**src/rtl/cpu_controller_if.sv**
```systemverilog
// Opcode package and the controller <-> datapath strobe interface.
// The instr_count signal exists only when VERIRISC_INSTR_CNT_EN is defined.
package opcodes;
  typedef enum logic [2:0] {
    HLT = 3'd0, SKZ = 3'd1, ADD = 3'd2, AND = 3'd3,
    XOR = 3'd4, LDA = 3'd5, STO = 3'd6, JMP = 3'd7
  } opcode_t;
endpackage

interface cpu_controller_if #(parameter int CNT_W = 16);
  import opcodes::*;

  opcode_t     opcode;
  logic        zero;
  logic        sel;
  logic        rd;
  logic        ld_ir;
  logic        inc_pc;
  logic        halt;
  logic        ld_pc;
  logic        data_e;
  logic        ld_ac;
  logic        wr;
  logic [2:0]  phase;
`ifdef VERIRISC_INSTR_CNT_EN
  logic [CNT_W-1:0] instr_count;
`endif

  modport master (
    input  opcode, zero,
    output sel, rd, ld_ir, inc_pc, halt, ld_pc, data_e, ld_ac, wr, phase
`ifdef VERIRISC_INSTR_CNT_EN
    , output instr_count
`endif
  );

  modport slave (
    output opcode, zero,
    input  sel, rd, ld_ir, inc_pc, halt, ld_pc, data_e, ld_ac, wr, phase
`ifdef VERIRISC_INSTR_CNT_EN
    , input instr_count
`endif
  );
endinterface

```
**src/rtl/cpu_controller.sv**
```systemverilog
// VeriRISC 8-phase control sequencer; one instruction per 8 clocks.
// Optional instruction counter enabled by defining VERIRISC_INSTR_CNT_EN.
module cpu_controller #(
  parameter int NPHASE = 8,
  parameter int CNT_W  = 16
) (
  input logic              clk,
  input logic              rst,
  cpu_controller_if.master bus
);
  import opcodes::*;

  if (NPHASE != 8) begin : g_nphase_check
    $error("cpu_controller: NPHASE must be 8");
  end

  typedef enum logic [2:0] {
    INST_ADDR  = 3'd0, INST_FETCH = 3'd1, INST_LOAD = 3'd2, IDLE  = 3'd3,
    OP_ADDR    = 3'd4, OP_FETCH   = 3'd5, ALU_OP    = 3'd6, STORE = 3'd7
  } phase_t;

  phase_t phase_q, phase_d;
  logic   halted_q, halted_d;

  logic is_hlt_s, is_skz_s, is_jmp_s, is_sto_s, aluop_s;
  logic sel_s, rd_s, ld_ir_s, inc_pc_s, halt_s, ld_pc_s, data_e_s, ld_ac_s, wr_s;

  // Opcode class decode; unknown or X opcodes fall to the no-op default.
  always_comb begin
    is_hlt_s = 1'b0;
    is_skz_s = 1'b0;
    is_jmp_s = 1'b0;
    is_sto_s = 1'b0;
    aluop_s  = 1'b0;
    case (bus.opcode)
      HLT:               is_hlt_s = 1'b1;
      SKZ:               is_skz_s = 1'b1;
      ADD, AND, XOR, LDA: aluop_s = 1'b1;
      STO:               is_sto_s = 1'b1;
      JMP:               is_jmp_s = 1'b1;
      default:           is_hlt_s = 1'b0;
    endcase
  end

  // Phase and halt state registers.
  always_ff @(posedge clk or posedge rst) begin
    if (rst) begin
      phase_q  <= INST_ADDR;
      halted_q <= 1'b0;
    end else begin
      phase_q  <= phase_d;
      halted_q <= halted_d;
    end
  end

  // Next state: HLT in OP_ADDR freezes the sequencer at phase 4.
  always_comb begin
    phase_d  = phase_q;
    halted_d = halted_q;
    if (halted_q) begin
      phase_d = phase_q;
    end else if ((phase_q == OP_ADDR) && is_hlt_s) begin
      halted_d = 1'b1;
    end else begin
      phase_d = phase_t'(phase_q + 3'd1);
    end
  end

  // Strobe decode from phase, opcode class and zero.
  always_comb begin
    sel_s    = 1'b0;
    rd_s     = 1'b0;
    ld_ir_s  = 1'b0;
    inc_pc_s = 1'b0;
    halt_s   = 1'b0;
    ld_pc_s  = 1'b0;
    data_e_s = 1'b0;
    ld_ac_s  = 1'b0;
    wr_s     = 1'b0;
    if (halted_q) begin
      halt_s = 1'b1;
    end else begin
      case (phase_q)
        INST_ADDR:  sel_s = 1'b1;
        INST_FETCH: begin sel_s = 1'b1; rd_s = 1'b1; end
        INST_LOAD, IDLE: begin
          sel_s   = 1'b1;
          rd_s    = 1'b1;
          ld_ir_s = 1'b1;
        end
        OP_ADDR: begin
          inc_pc_s = 1'b1;
          halt_s   = is_hlt_s;
        end
        OP_FETCH: rd_s = aluop_s;
        ALU_OP: begin
          rd_s     = aluop_s;
          inc_pc_s = is_skz_s & bus.zero;
          ld_pc_s  = is_jmp_s;
          data_e_s = is_sto_s;
        end
        STORE: begin
          rd_s     = aluop_s;
          ld_ac_s  = aluop_s;
          ld_pc_s  = is_jmp_s;
          data_e_s = is_sto_s;
          wr_s     = is_sto_s;
        end
        default: sel_s = 1'b1;
      endcase
    end
  end

  assign bus.sel    = sel_s;
  assign bus.rd     = rd_s;
  assign bus.ld_ir  = ld_ir_s;
  assign bus.inc_pc = inc_pc_s;
  assign bus.halt   = halt_s;
  assign bus.ld_pc  = ld_pc_s;
  assign bus.data_e = data_e_s;
  assign bus.ld_ac  = ld_ac_s;
  assign bus.wr     = wr_s;
  assign bus.phase  = phase_q;

`ifdef VERIRISC_INSTR_CNT_EN
  logic [CNT_W-1:0] cnt_q, cnt_d;

  // Count completed instructions on the 7->0 wrap.
  always_comb begin
    if (!halted_q && (phase_q == STORE)) begin
      cnt_d = cnt_q + {{(CNT_W-1){1'b0}}, 1'b1};
    end else begin
      cnt_d = cnt_q;
    end
  end

  // Instruction counter register.
  always_ff @(posedge clk or posedge rst) begin
    if (rst) begin
      cnt_q <= '0;
    end else begin
      cnt_q <= cnt_d;
    end
  end

  assign bus.instr_count = cnt_q;
`endif
endmodule

```
**src/flat_wrapper.sv**
```systemverilog
// flat-port wrapper written by rule: the top's interface ports become plain ports
module cpu_controller_flat import opcodes::*;
#(
  parameter int NPHASE = 8,
  parameter int CNT_W  = 16
)
  (clk, rst, bus_opcode, bus_zero, bus_sel, bus_rd, bus_ld_ir, bus_inc_pc, bus_halt, bus_ld_pc, bus_data_e, bus_ld_ac, bus_wr, bus_phase);
  cpu_controller_if #(.CNT_W(CNT_W)) bus_i ();
  input logic clk;
  input logic rst;
  input wire logic [$bits(bus_i.opcode)-1:0] bus_opcode;
  input wire logic [$bits(bus_i.zero)-1:0] bus_zero;
  output wire logic [$bits(bus_i.sel)-1:0] bus_sel;
  output wire logic [$bits(bus_i.rd)-1:0] bus_rd;
  output wire logic [$bits(bus_i.ld_ir)-1:0] bus_ld_ir;
  output wire logic [$bits(bus_i.inc_pc)-1:0] bus_inc_pc;
  output wire logic [$bits(bus_i.halt)-1:0] bus_halt;
  output wire logic [$bits(bus_i.ld_pc)-1:0] bus_ld_pc;
  output wire logic [$bits(bus_i.data_e)-1:0] bus_data_e;
  output wire logic [$bits(bus_i.ld_ac)-1:0] bus_ld_ac;
  output wire logic [$bits(bus_i.wr)-1:0] bus_wr;
  output wire logic [$bits(bus_i.phase)-1:0] bus_phase;
  assign bus_i.opcode = bus_opcode;
  assign bus_i.zero = bus_zero;
  assign bus_sel = bus_i.sel;
  assign bus_rd = bus_i.rd;
  assign bus_ld_ir = bus_i.ld_ir;
  assign bus_inc_pc = bus_i.inc_pc;
  assign bus_halt = bus_i.halt;
  assign bus_ld_pc = bus_i.ld_pc;
  assign bus_data_e = bus_i.data_e;
  assign bus_ld_ac = bus_i.ld_ac;
  assign bus_wr = bus_i.wr;
  assign bus_phase = bus_i.phase;
  cpu_controller #(.NPHASE(NPHASE), .CNT_W(CNT_W)) u_core (.clk(clk), .rst(rst), .bus(bus_i));
endmodule
```
**config.mk**
```make
export PLATFORM = sky130hd
export DESIGN_NAME = cpu_controller_flat
export DESIGN_NICKNAME = d
export VERILOG_FILES = /design/src/rtl/cpu_controller_if.sv /design/src/rtl/cpu_controller.sv /design/src/flat_wrapper.sv
export SDC_FILE = /design/constraint.sdc
export NUM_CORES = 1
export LEC_CHECK = 0
export CORE_AREA = 2 2 39 41
export CTS_BUF_LIST = sky130_fd_sc_hd__clkbuf_8
export DETAILED_ROUTE_END_ITERATION = 10
export DIE_AREA = 0 0 41 43
export GPL_TIMING_DRIVEN = 0
export PLACE_DENSITY = 0.66
export SYNTH_ARGS = -nofsm -noshare
export SYNTH_HDL_FRONTEND = slang
export SYNTH_SLANG_ARGS = --single-unit
```
**constraint.sdc**
```tcl
create_clock -name clk -period 3.4 [get_ports clk]
set_clock_uncertainty 0.2 [all_clocks]
set_input_delay 0.68 -clock clk [delete_from_list [all_inputs] [get_ports clk]]
set_output_delay 0.68 -clock clk [all_outputs]
set_load 0.05 [all_outputs]
```
==> parameters.txt <==
Parameter                              Value

Die
  Core Area ... 1384 µm²
  Number of top-level design ports ... 18
  Total Die Area ... 1763 µm²
  DIE HEIGHT ... 43 µm
  Overall die width ... 41 µm
  Effective utilization at floorplan ... 0.2776
  Number of cell rows ... 14

Worst setup path
  Crit-path most repeated cell ... sky130_fd_sc_hd__clkdlybuf4s50_1
  Worst endpoint required time ... 2.52 ns
  Largest delay share family, worst path ... buffers and inverters
  Startpoint Class ... primary input
  Worst Setup End Kind ... output pin
  Worst path slowest cell ... sky130_fd_sc_hd__clkdlybuf4s50_1
  Endpoint arrival time on the critical path ... 2.42 ns
  Crit-path cells ... clkdlybuf4s50_1, nor2_1, a41oi_1, nor3_1, clkdlybuf4s50_1
  FF-to-FF setup slack ... 1.60 ns
  CP bufs+invs ... 2
  Maximum fanout count along the critical path ... 4
  Type of the worst setup path ... primary input to output pin
  Worst stage delay on the critical path ... 0.83 ns

Yosys
  Synthesized net count ... 55
  Mux share of post-synthesis cell area ... 0.03909
  Fraction of the mapped netlist area in compound gates ... 0.1596
  Simple-gate portion of the synthesized area ... 0.2052
  Dominant combinational cell family by area after synthesis ... adder cells
  Post-Synthesis Cells ... 42
  Synth Area in XOR/XNOR ... 0.04560
  Warnings, synthesis ... 0
  Library cell with the largest summed area after synthesis ... sky130_fd_sc_hd__dfrtp_1
  Post-Synthesis Mean Instance Area ... 9.146 µm²
  Synth Area in Adders ... 0.2280
  Number of synthesized register bits ... 4
  Synth Cell Area ... 384.1 µm²
  Share of Yosys cell area claimed by the top area cell type ... 0.2606
  Unique cell type count in the Yosys netlist ... 19
  Largest cells by area after synthesis ... sky130_fd_sc_hd__dfrtp_1 (26%), sky130_fd_sc_hd__ha_1 (23%), sky130_fd_sc_hd__a21oi_1 (6.5%)
  Fraction of the yosys area taken by sequential cells ... 0.2606

Global routing
  Number of antenna violations at the first check in global routing ... 0
  Maximum number of pins on one net before global-route repair ... 11
  Vias in the first global route ... 339
  Global-route usage over all layers ... 0.1139
  Aggregate global routing overflow ... 0
  Wire length of the first global-routing pass ... 1386 µm

Final layout
  Area Growth Syn to Fin ... 59.61%
  Total Nets Final ... 77
  Multi-input combinational cell area ... 260.3 µm²
  Area of all sequential standard cells ... 100.1 µm²
  Layout filler cell count ... 139
  Antenna cell count ... 0
  Fraction of final layout cells with drive strength greater than 1 ... 0.1290

Clocking
  Post-CTS Hold Buffers ... 0
  Clk sink count ... 4
  H-tree levels ... 1
  Number of buffers on the longest clock path ... 2
  Clk Tree Root Cell ... sky130_fd_sc_hd__clkbuf_8
  Number of setup buffers added after CTS ... 0
  Clock input transition at the sequential cells of the worst setup and hold paths ... 0.03 ns
  Clock tree from TritonCTS ... built
  Clock latency reported for the late side of the worst-skew pair ... 0.21 ns
  CTS buffer count ... 3

STA
  Sum of negative setup slack ... 0 ns
  Min Clock Period, post-route ... 3.299 ns
  Worst relative slew slack ... 0.6640
  Setup repair after global routing missed its margin ... false
  Slew at the pin closest to its max-slew limit ... 0.5024 ns
  Ratio of final minimum period to clock period ... 0.9704
  Final Hold Viols ... 0
  Top achievable clock speed ... 303.1 MHz
  Final setup violation count ... 0
  Number of max-slew violations in the final report ... 0

Run
  Max-capacitance violation count ... 0

Detailed routing
  Total vias in the final route ... 356
  Wirelength, routed ... 838 µm
  Vias/cell ... 4.564
  Number of nets with antenna violations after routing ... 0
  Drt first-iter violations ... 3
  Mean routed wirelength per cell ... 10.74 µm
  Number of optimization iterations in the first detailed-route pass ... 4
  Number of remaining DRC errors ... 0

Placed design
  Half-perimeter wire length after placement ... 668.3 µm
  IO buf count ... 17
  Placer Congestion ... 0.7632

Hold path
  Path class of the lowest-slack min-delay path ... flop to flop

Outcome
  Run status ... completed
-- state kept, by name (all words and copies together), names as in the netlist --
| register | flops |
|---|---|
| u_core.halted_q | 1 |
| u_core.bus.phase | 3 |
-- cell type report --
class,instances,share of cell area
clock buffers,3,0.06735
multi-input cells,32,0.4245
inverters,5,0.03061
well taps,16,0.03265
flip-flops and latches,4,0.1633
repair buffers,17,0.2735
plain buffers,1,0.008163
-- metrics by stage --
step | worst slack, ns | area, µm² | utilization | hold WS (ns) | cells
finish | 0.1008 | 613.1 | 0.4430 | 0.4008 | 78
global route | 0.02091 | 613.1 | 0.4430 | 0.4372 | 78
CTS | 0.1003 | 613.1 | 0.4430 | 0.4030 | 78
detailed placement | -0.08931 | 574.3 | 0.4150 | 0.3913 | 75
global placement | -0.09544 | 574.3 | 0.4150 | 0.3839 | 75
floorplan | 0.1181 | 384.1 | - | 0.2461 | 42
-- Yosys cell counts --
master,number
sky130_fd_sc_hd__nor4b_2,1
sky130_fd_sc_hd__nand3b_1,1
sky130_fd_sc_hd__nor3_1,2
sky130_fd_sc_hd__or3_1,1
sky130_fd_sc_hd__nand2_1,1
sky130_fd_sc_hd__a21oi_1,5
sky130_fd_sc_hd__nor3b_1,3
sky130_fd_sc_hd__buf_2,1
sky130_fd_sc_hd__a21oi_2,1
sky130_fd_sc_hd__inv_1,5
sky130_fd_sc_hd__ha_1,7
sky130_fd_sc_hd__nor2_1,2
sky130_fd_sc_hd__or2_2,1
sky130_fd_sc_hd__dfrtp_1,4
sky130_fd_sc_hd__o32ai_1,1
sky130_fd_sc_hd__o21ai_0,2
sky130_fd_sc_hd__xnor2_1,2
sky130_fd_sc_hd__a41oi_1,1
sky130_fd_sc_hd__mux2_4,1
-- repair_timing --
action,in CTS,in global routing
setup endpoints to repair,2,0
resized for setup,2,0
endpoints found under the hold margin,0,0
-- metal layers --
metal  global-route usage  vias up  share of wire
met5                    0        -              0
met4              0.06000        0              0
met3              0.02618        0          0.058
met2               0.1719       12           0.46
met1               0.1433      156           0.48
li1                     -      188              -
-- final timing paths --
path	startpoint	end	depth (start not counted)
max in group asynchronous	rst	u_core.bus.phase[0]$_DFFE_PP0P_	2
worst max-delay path	bus_opcode[2]	bus_inc_pc	5
min in group asynchronous	rst	u_core.halted_q$_DFF_PP0_	2
worst min register to register	u_core.bus.phase[1]$_DFFE_PP0P_	u_core.bus.phase[1]$_DFFE_PP0P_	1
worst max register to register	u_core.bus.phase[0]$_DFFE_PP0P_	u_core.bus.phase[1]$_DFFE_PP0P_	5
worst min-delay path	u_core.bus.phase[1]$_DFFE_PP0P_	u_core.bus.phase[1]$_DFFE_PP0P_	1
-- logic make-up after synthesis --
logic type               after synthesis
AO/OA/AOI/OAI                         10
XOR/XNOR                               2
adder cells (fa/ha/maj)                7
buffers and inverters                  6
flip-flops                             4
multiplexers                           1
AND/OR/NAND/NOR                       12
-- cell usage in the layout (no fill, tap or decap), types with 2 or more instances in the layout --
master	synthesis	final
sky130_fd_sc_hd__ha_1	7	7
sky130_fd_sc_hd__a21oi_1	5	5
sky130_fd_sc_hd__o21ai_0	2	2
sky130_fd_sc_hd__nor2_1	2	2
sky130_fd_sc_hd__nor3_1	2	2
sky130_fd_sc_hd__dfrtp_1	4	4
sky130_fd_sc_hd__inv_1	5	5
sky130_fd_sc_hd__clkbuf_8	0	3
sky130_fd_sc_hd__dlygate4sd2_1	0	2
sky130_fd_sc_hd__xnor2_1	2	2
sky130_fd_sc_hd__nor3b_1	3	3
sky130_fd_sc_hd__clkdlybuf4s50_1	0	15
Power is left out: the tool's default activity adds up to more than one toggle a clock period on the data nets, which glitch-free logic cannot reach.
